[src/rtl/serial_pkg.sv]
// Shared definitions for the serial feeder and the pattern-detector FSMs it drives.
package serial_pkg;

  localparam int STATE_W       = 2;
  localparam int DEFAULT_WIDTH = 8;

  typedef enum logic [STATE_W-1:0] {
    ST_IDLE  = 2'd0,
    ST_SHIFT = 2'd1,
    ST_GAP   = 2'd2
  } state_t;

endpackage

[src/rtl/piso_bit_serializer.sv]
// Parallel-in/serial-out feeder: takes a word on valid/ready and emits it one bit per clock,
// with an optional idle gap between words.
module piso_bit_serializer
  import serial_pkg::*;
#(
  parameter int WIDTH      = DEFAULT_WIDTH,
  parameter int MSB_FIRST  = 1,
  parameter int GAP_CYCLES = 0
) (
  input  logic             clk,
  input  logic             reset,
  input  logic [WIDTH-1:0] data_in,
  input  logic             data_valid,
  output logic             data_ready,
  output logic             bit_out,
  output logic             bit_valid,
  output logic             busy,
  output logic             frame_done,
  output state_t           dbg_state_o
);

  localparam int               CNT_W    = $clog2(WIDTH);
  localparam logic [CNT_W-1:0] CNT_LAST = CNT_W'(WIDTH - 1);
  localparam logic [CNT_W-1:0] CNT_ONE  = CNT_W'(1);
  localparam logic [3:0]       GAP_LAST = 4'((GAP_CYCLES > 0) ? GAP_CYCLES - 1 : 0);

  state_t           state_q, state_d;
  logic [WIDTH-1:0] sreg_q, sreg_d;
  logic [CNT_W-1:0] cnt_q, cnt_d;
  logic [3:0]       gap_q, gap_d;
  logic             bit_out_q, bit_valid_q, frame_done_q;
  logic             ready_state;
  logic             accept;
  logic             last_bit;

  function automatic logic lead_bit(input logic [WIDTH-1:0] s);
    return (MSB_FIRST != 0) ? s[WIDTH-1] : s[0];
  endfunction

  function automatic logic [WIDTH-1:0] shift_once(input logic [WIDTH-1:0] s);
    return (MSB_FIRST != 0) ? {s[WIDTH-2:0], 1'b0} : {1'b0, s[WIDTH-1:1]};
  endfunction

  // Handshake: a word transfers on any posedge where data_valid && data_ready; data_ready
  // depends only on state (never on data_valid) and data_in is ignored on every other edge.
  assign last_bit    = (state_q == ST_SHIFT) && (cnt_q == CNT_LAST);
  assign ready_state = (state_q == ST_IDLE) || ((GAP_CYCLES == 0) && last_bit);
  assign data_ready  = ready_state && !reset;
  assign accept      = data_valid && ready_state;

  always_comb begin
    state_d = state_q;
    sreg_d  = sreg_q;
    cnt_d   = cnt_q;
    gap_d   = gap_q;
    case (state_q)
      ST_IDLE: begin
        if (accept) begin
          state_d = ST_SHIFT;
          sreg_d  = data_in;
          cnt_d   = '0;
        end
      end
      ST_SHIFT: begin
        if (cnt_q == CNT_LAST) begin
          if (GAP_CYCLES == 0) begin
            // Back-to-back reload keeps the bit stream contiguous.
            if (accept) begin
              sreg_d = data_in;
              cnt_d  = '0;
            end else begin
              state_d = ST_IDLE;
            end
          end else begin
            state_d = ST_GAP;
            gap_d   = '0;
          end
        end else begin
          sreg_d = shift_once(sreg_q);
          cnt_d  = cnt_q + CNT_ONE;
        end
      end
      ST_GAP: begin
        if (gap_q == GAP_LAST) begin
          state_d = ST_IDLE;
        end else begin
          gap_d = gap_q + 4'd1;
        end
      end
      default: begin
        state_d = ST_IDLE;
        sreg_d  = '0;
        cnt_d   = '0;
        gap_d   = '0;
      end
    endcase
  end

  always_ff @(posedge clk or posedge reset) begin
    if (reset) begin
      state_q      <= ST_IDLE;
      sreg_q       <= '0;
      cnt_q        <= '0;
      gap_q        <= '0;
      bit_out_q    <= 1'b0;
      bit_valid_q  <= 1'b0;
      frame_done_q <= 1'b0;
    end else begin
      state_q      <= state_d;
      sreg_q       <= sreg_d;
      cnt_q        <= cnt_d;
      gap_q        <= gap_d;
      bit_valid_q  <= (state_d == ST_SHIFT);
      bit_out_q    <= (state_d == ST_SHIFT) && lead_bit(sreg_d);
      frame_done_q <= (state_d == ST_SHIFT) && (cnt_d == CNT_LAST);
    end
  end

  assign bit_out     = bit_out_q;
  assign bit_valid   = bit_valid_q;
  assign frame_done  = frame_done_q;
  assign busy        = (state_q == ST_SHIFT) || (state_q == ST_GAP);
  assign dbg_state_o = state_q;

endmodule

[config.mk]
export PLATFORM = sky130hd
export DESIGN_NAME = piso_bit_serializer
export DESIGN_NICKNAME = d
export VERILOG_FILES = /design/src/rtl/serial_pkg.sv /design/src/rtl/piso_bit_serializer.sv
export SDC_FILE = /design/constraint.sdc
export NUM_CORES = 1
export LEC_CHECK = 0
export ABC_AREA = 1
export BUFFER_PORTS_ARGS = -buffer_cell sky130_fd_sc_hd__clkbuf_2
export CORE_UTILIZATION = 35
export CTS_CLUSTER_SIZE = 25
export DETAILED_ROUTE_END_ITERATION = 7
export PLACE_DENSITY = 0.59
export SKIP_LAST_GASP = 1
export SLEW_MARGIN = 15
export SYNTH_ARGS = -nofsm -noshare
export SYNTH_HDL_FRONTEND = slang
export SYNTH_SLANG_ARGS = --single-unit
[constraint.sdc]
create_clock -name clk -period 4.62 [get_ports clk]
set_input_delay 1.386 -clock clk [delete_from_list [all_inputs] [get_ports clk]]
set_output_delay 1.386 -clock clk [all_outputs]
set_load 0.02 [all_outputs]
==> out/qor.yml, run 1 <==
final_cell_mix: "nand2_1, dfrtp_1, inv_1"
drc: 0
cap_violations: 0
synthFlopType: "dfrtp_1"
timing.final.crit_share: 0.679
core_area_sq_um: 3130
start_util: 0.377
netlist_area_sq_um: 1180
finalMaxSlewViolations: 0
h-tree-depth: 1
powerDensity_nw_per_um2: 526
power_mw: 0.703
vias: 973
ys_warn_count: 0
ys_types: 23
wirelength_microns: 2310
fin_crit_ps: 3140
tns_ps: 0
cts_setup_buffers: 0
die_area_sq_um: 3600
placement.io_buffers: 17
fmax_mhz: 319
syn2layout_area_growth_pct: 13.3
power.leakage_nw: 0.707
grt_use_total: 0.150
ys_seq_area_frac: 0.425
crit_fanout: 2
worst_slew_pin_slew_ps: 795
ant_nets: 0
synth-seq-cells: 20
async_reset_ff_frac: 1.00
crit_path_end_kind: "primary output"
post_drt_wl_per_cell_microns: 11.2
hold_class: "flop to flop"
critPathKind: "input port to primary output"
crit_arrival_ps: 1750
peakVddDrop_mv: 0.295
outcome: "finished clean"
die_w_microns: 60.0
insertion_delay_ps: 300
globalRoute.totalOverflow: 0
die_h_microns: 60.0
antenna_found_initial: 0
n_antenna_cell: 0
layout_commonest_cell: "nand2_1"
grt_start_max_net_pins: 21
hold_violations: 0
dr.pass1.iters: 4
rsz0062_at_grt: "no"
first_iter_violations: 60
place_hpwl_microns: 1700
synthCells: 145
avgSynthCellArea_sq_um: 8.13
setup_violations: 0
start_kind: "input port"
clk_pin_slew_ps: 120
cts_buffer_depth: 2
nets: 183
rows: 20
slew-limit-headroom: 0.469
pin_count: 18
cts_resized: 0
ctsHoldBuffers: 0
cts_tree: "yes"
finClkSkew_ps: 3.14
drive_above_1_share: 0.258
crit_required_ps: 3230
grt_pass1_vias: 940
cts-root-buf: "clkbuf_4"
synth_edf_count: 0
vias_per_cell: 4.70
grt_first_pass_wirelength_microns: 4040
hold_ws_ps: 502
cts_sinks: 20
place.gp.congestion: 0.707
cts_buffers: 3
synth_nets: 164
==> cell type report <==
cell class	count	area [sq um]
clock buffer	4	36.3
fill	315	1790
inverter	26	97.6
multi-input combinational	96	561
sequential	20	500
tap	44	55.1
timing repair buffer	17	85.1
==> cells by family after synthesis <==
logic type,after synthesis,share of synthesized area
buffers and inverters,29,0.0998
DFF,20,0.425
adders and majority gates,8,0.0849
xor gates and xnor gates,1,0.00743
AOI/OAI and AO/OA,29,0.148
and+or+nand+nor,58,0.236
==> synthesized netlist by cell type (3+ instances only) <==
cell type  number  area [sq um]
o21ai_1        10          50.1
inv_1          18          67.6
a21oi_1         3          15.0
inv_2           8          30.0
ha_1            8           100
nand2_2         5          31.3
nor2_1          9          33.8
o22ai_1         5          31.3
nand2_1        27           101
o21ai_0         3          15.0
dfrtp_1        20           500
a22oi_1         5          37.5
nand3_1         9          45.0
==> where the power goes <==
part           total (mW)  internal (mW)  switching [mW]
Clock               0.103         0.0480          0.0554
Combinational       0.334          0.117           0.217
Sequential          0.265          0.233          0.0327
==> stage by stage <==
stage / setup slack [ps] / instance area (sq um) / cells / util
after CTS: 1480 / 1340 / 207 / 0.427
after detailed placement: 1480 / 1300 / 203 / 0.415
after global routing: 1380 / 1340 / 207 / 0.427
after global placement: 1500 / 1300 / 203 / 0.415
after floorplan: 1560 / 1180 / 145 / -
final: 1480 / 1340 / 207 / 0.427
==> path summary, 6_finish.rpt <==
check,from,to,slack (ps),cells past startpoint
min in group asynchronous,reset,sreg_q[5],1210,2
setup reg to reg,dbg_state_o[0],gap_q[1],3000,7
setup / recovery,reset,data_ready,1480,3
hold reg to reg,sreg_q[0],sreg_q[0],500,2
max in group asynchronous,reset,gap_q[1],2920,2
hold / removal,sreg_q[0],sreg_q[0],500,2
==> flip-flops by register name, indices dropped and copies added, names as in the netlist <==
register and flops:
bit_out 1, frame_done 1, sreg_q 8, bit_valid 1
cnt_q 3, gap_q 4, dbg_state_o 2
==> metal layers <==
| layer | vias up | wire (microns) | GRT usage |
|---|---|---|---|
| met3 | 4 | 94 | 0.0195 |
| met1 | 443 | 1140 | 0.201 |
| met5 | - | 0 | 0 |
| li1 | 500 | - | - |
| met4 | 0 | 24 | 0.0598 |
| met2 | 26 | 1050 | 0.244 |
==> worst max-delay path, stage by stage <==
cell and delay, ps:
clkbuf_2 90, nor2_1 100, clkbuf_2 170
Power figures use the tool's default switching activity.
==> run 2: changes to the inputs <==
PLACE_DENSITY = 0.6   (was 0.59)
clock period = 2.7 ns   (was 4.62 ns; I/O delays follow)
==> run 2 against run 1 <==
  * Cell count did not move
  * Worst setup slack got worse by 1300 ps
  * Global-route usage rose by 1.0 points
  * Register-to-register slack got worse by 2000 ps
  * Critical path depth rose by 4
  * First-iteration DRC count fell by 25%
  * Sequential power rose by 71%
  * Non-clock buffer count did not move
  * Via count rose by 1.1%
  * Clock skew rose by 8.2 ps
  * Sequential cell count did not move
  * Largest cell class unchanged
  * Highest routed layer unchanged
==> out/qor.yml, run 2 (synthesis gave the netlist of run 1 again) <==
seqPwrFrac: 0.375
multi_input_area_sq_um: 561
cts_buffers: 3
place.gp.congestion: 0.736
placed_area_sq_um: 1300
tns_ps: 0
fin_crit_ps: 2490
hold_violations: 0
final.setup.worst_slack_ps: 213
syn2layout_area_growth_pct: 13.3
fmax_mhz: 402
core_area_sq_um: 3130
internal_power_mw: 0.682
drive_above_1_share: 0.258
globalRoute.totalOverflow: 0
finClkSkew_ps: 11.3
placement.io_buffers: 17
final_cell_mix: "nand2_1, dfrtp_1, inv_1"
ctsHoldBuffers: 0
die_h_microns: 60.0
setup_violations: 0
clk_pin_slew_ps: 120
place_inst: 203
final_cell_area_sq_um: 1340
crit_required_ps: 1890
crit_fanout: 10
p_sw_frac: 0.437
timing.final.crit_share: 0.921
h-tree-depth: 1
cts_tree: "yes"
n_antenna_cell: 0
power_frac_comb: 0.477
ant_nets: 0
rsz0062_at_grt: "no"
powerDensity_nw_per_um2: 907
layout_commonest_cell: "nand2_1"
grt_use_total: 0.161
largest_reg_flops: 8
hold_class: "flop to flop"
pwr-share-clk: 0.147
cts_buffer_depth: 2
regArea_sq_um: 500
antenna_found_initial: 0
dr.pass1.iters: 4
grt_first_pass_wirelength_microns: 4230
cap_violations: 0
vias_per_cell: 4.75
peakVddDrop_mv: 0.442
hold_ws_ps: 509
critPathKind: "flop to primary output"
die_area_sq_um: 3600
ff2ff_setup_slack_ps: 1050
p_switching_mw: 0.529
drc: 0
finalMaxSlewViolations: 0
die_w_microns: 60.0
place_hpwl_microns: 1760
slew-limit-headroom: 0.475
pin_count: 18
power.leakage_nw: 0.707
vias: 984
post_drt_wl_per_cell_microns: 11.4
final_util: 0.427
wirelength_microns: 2360
first_iter_violations: 45
nFillCells: 315
power_mw: 1.21
crit_path_end_kind: "primary output"
cts_setup_buffers: 0
nets: 183
outcome: "finished clean"
fin_cells: 207
crit_arrival_ps: 1680
insertion_delay_ps: 310
start_util: 0.377
cts_resized: 0
top_register: "sreg_q"
top_regs: "sreg_q: 8 flops, gap_q: 4 flops, cnt_q: 3 flops"
dp_slack_ps: 558
cts-root-buf: "clkbuf_4"
grt_start_max_net_pins: 21
cts_sinks: 20
start_kind: "flop"
rows: 20
grt_pass1_vias: 978
worst_slew_pin_slew_ps: 787
-- run 2: cell counts in the layout (fill, tap and decap cells not counted) --
Identical to the previous run, type by type.
-- run 2: per-layer routing --
metal,track usage,up-vias,share of wire
met2,0.263,24,0.45
met1,0.210,453,0.50
met3,0.0281,5,0.037
met4,0.0598,0,0.015
met5,0,-,0
li1,-,502,-
-- run 2: area by class of cell --
| type | instances | share of cell area |
|---|---|---|
| Multi-Input combinational cell | 96 | 0.420 |
| Sequential cell | 20 | 0.375 |
| Inverter | 26 | 0.0731 |
| Timing Repair Buffer | 17 | 0.0637 |
| Tap cell | 44 | 0.0412 |
| Clock buffer | 4 | 0.0272 |
-- run 2: worst max-delay path, cell delays in order, from the launching register on --
cell and delay, ps:
dfrtp_1 440, inv_1 100, ha_1 240, nand2_1 120, nand2_4 150, inv_2 60, nor2_1 80, clkbuf_2 170
-- run 2: final timing paths --
check,cells after the start,start,endpoint
hold / removal,2,sreg_q[0],sreg_q[0]
min in group asynchronous,2,reset,sreg_q[4]
hold reg to reg,2,sreg_q[0],sreg_q[0]
setup / recovery,7,dbg_state_o[1],data_ready
setup reg to reg,7,dbg_state_o[0],gap_q[0]
max in group asynchronous,2,reset,dbg_state_o[0]
-- run 2: power groups by stage --
stage / clock, mW / combinational [mW] / sequential, mW
final: 0.179 / 0.578 / 0.454
after floorplan: 0 / 0.429 / 0.479
after global routing: 0.197 / 0.667 / 0.467
after detailed placement: 0 / 0.578 / 0.462
after global placement: 0 / 0.564 / 0.459
after CTS: 0.184 / 0.584 / 0.455
==> run 3: changes to the inputs <==
CORE_UTILIZATION = 45   (was 35)
PLACE_DENSITY = 0.71   (was 0.6)
clock period = 2.6 ns   (was 2.7 ns; I/O delays follow)
==> run 3 against run 2 <==
  * Register-to-register slack got worse by 80 ps
  * Global-route usage increased by 2.3 points
  * Clock-buffer cell count decreased by 1
  * Clock skew decreased by 8.3 ps
  * First-iteration DRC count decreased by 78%
  * Routed wire length decreased by 5.3%
  * Sequential power increased by 4.4%
  * Non-clock buffer count unchanged
  * Worst setup slack got worse by 39 ps
  * Hold slack got worse by 5.5 ps
  * Sequential cell count unchanged
==> out/qor.yml, run 3 (synthesis gave the netlist of run 1 again) <==
grt_use_total: 0.184
finalMaxSlewViolations: 0
place_hpwl_microns: 1720
die_w_microns: 53.2
die_area_sq_um: 2830
cts_resized: 0
cts_sinks: 20
top_register: "sreg_q"
first_iter_violations: 10
largest_reg_flops: 8
timing.final.crit_share: 0.933
top_regs: "sreg_q: 8 flops, gap_q: 4 flops, cnt_q: 3 flops"
worst_slew_pin_slew_ps: 746
layout_commonest_cell: "nand2_1"
r2r-end: "gap_q[1]"
ant_nets: 0
tns_ps: 0
post_drt_wl_per_cell_microns: 11.6
peakVddDrop_mv: 0.563
powerDensity_nw_per_um2: 994
placed_area_sq_um: 1280
dr.pass1.iters: 2
grt_pass1_vias: 942
slew-limit-headroom: 0.502
grt_start_max_net_pins: 21
syn2layout_area_growth_pct: 13.4
finClkSkew_ps: 3.03
multi_input_area_sq_um: 563
drc: 0
vias_per_cell: 5.12
h-tree-depth: 1
final_util: 0.539
n_antenna_cell: 0
hold_class: "flop to flop"
critPathKind: "flop to primary output"
r2r.worst_path.cells: 7
placement.io_buffers: 17
endpoint: "data_ready"
hold_violations: 0
final_cell_area_sq_um: 1340
start_util: 0.476
nFillCells: 247
crit_arrival_ps: 1650
cts_buffer_depth: 2
antenna_found_initial: 0
crit_path_end_kind: "primary output"
cts_buffers: 3
final_cell_mix: "nand2_1, dfrtp_1, inv_1"
place.gp.congestion: 0.792
crit_fanout: 10
setup_violations: 0
rsz0062_at_grt: "no"
ff2ff_setup_slack_ps: 970
start_kind: "flop"
regArea_sq_um: 500
r2r_start: "dbg_state_o[0]"
fin_crit_ps: 2430
crit_required_ps: 1820
globalRoute.totalOverflow: 0
nets: 183
cts-root-buf: "clkbuf_4"
ctsHoldBuffers: 0
wirelength_microns: 2230
cts_setup_buffers: 0
cts_tree: "yes"
core_area_sq_um: 2480
outcome: "finished clean"
grt_first_pass_wirelength_microns: 3800
fmax_mhz: 412
insertion_delay_ps: 290
drive_above_1_share: 0.264
clk_pin_slew_ps: 120
pin_count: 18
die_h_microns: 53.2
crit_start: "dbg_state_o[1]"
vias: 988
power.leakage_nw: 0.713
cap_violations: 0
rows: 18
run 3: cell types whose count changed in the layout (fill, tap and decap cells not counted), sizes merged:
cell | previous run | this run
clkbuf | 21 | 20
bufinv | 0 | 1
run 3: routing by layer:
metal  vias up  GRT usage  routed length, microns
met3         4     0.0201                      65
li1        506          -                       -
met5         -          0                       0
met1       462      0.219                    1040
met2        16      0.327                    1090
met4         0     0.0833                      28
run 3: layout make-up:
type | count | share of cell area
multi-input cells | 96 | 0.421
flip-flops and latches | 20 | 0.375
inverters | 26 | 0.0730
repair buffers | 17 | 0.0637
well taps | 30 | 0.0281
clock inverters | 1 | 0.0225
clock buffers | 3 | 0.0169
run 3: worst min path at each step:
stage / endpoint / start / slack (ps) / depth (start not counted)
floorplan: sreg_q[0] / sreg_q[0] / 460 / 2
global placement: sreg_q[0] / sreg_q[0] / 480 / 2
detailed placement: sreg_q[0] / sreg_q[0] / 480 / 2
CTS: sreg_q[0] / sreg_q[0] / 510 / 2
global route: sreg_q[0] / sreg_q[0] / 520 / 2
finish: sreg_q[0] / sreg_q[0] / 500 / 2
run 3: worst max-delay path, stage by stage, from the launching register on:
cell	delay, ps
dfrtp_1	440
inv_1	90
ha_1	250
nand2_1	120
nand2_4	140
inv_2	60
nor2_1	80
clkbuf_2	170
run 3: metrics by stage:
step	setup slack, ps	power, mW	cells	hold slack [ps]
6_report	174	1.33	193	503
3_5_place_dp	491	1.08	189	482
4_1_cts	156	1.34	193	509
3_3_place_gp	536	1.06	189	479
5_1_grt	6.58	1.45	193	523
2_1_floorplan	472	0.943	145	456
run 3: power breakdown:
part           total, mW  internal (mW)  switching [mW]
clock network      0.252          0.156          0.0967
logic              0.602          0.211           0.391
registers          0.474          0.413          0.0610
total               1.33          0.780           0.549
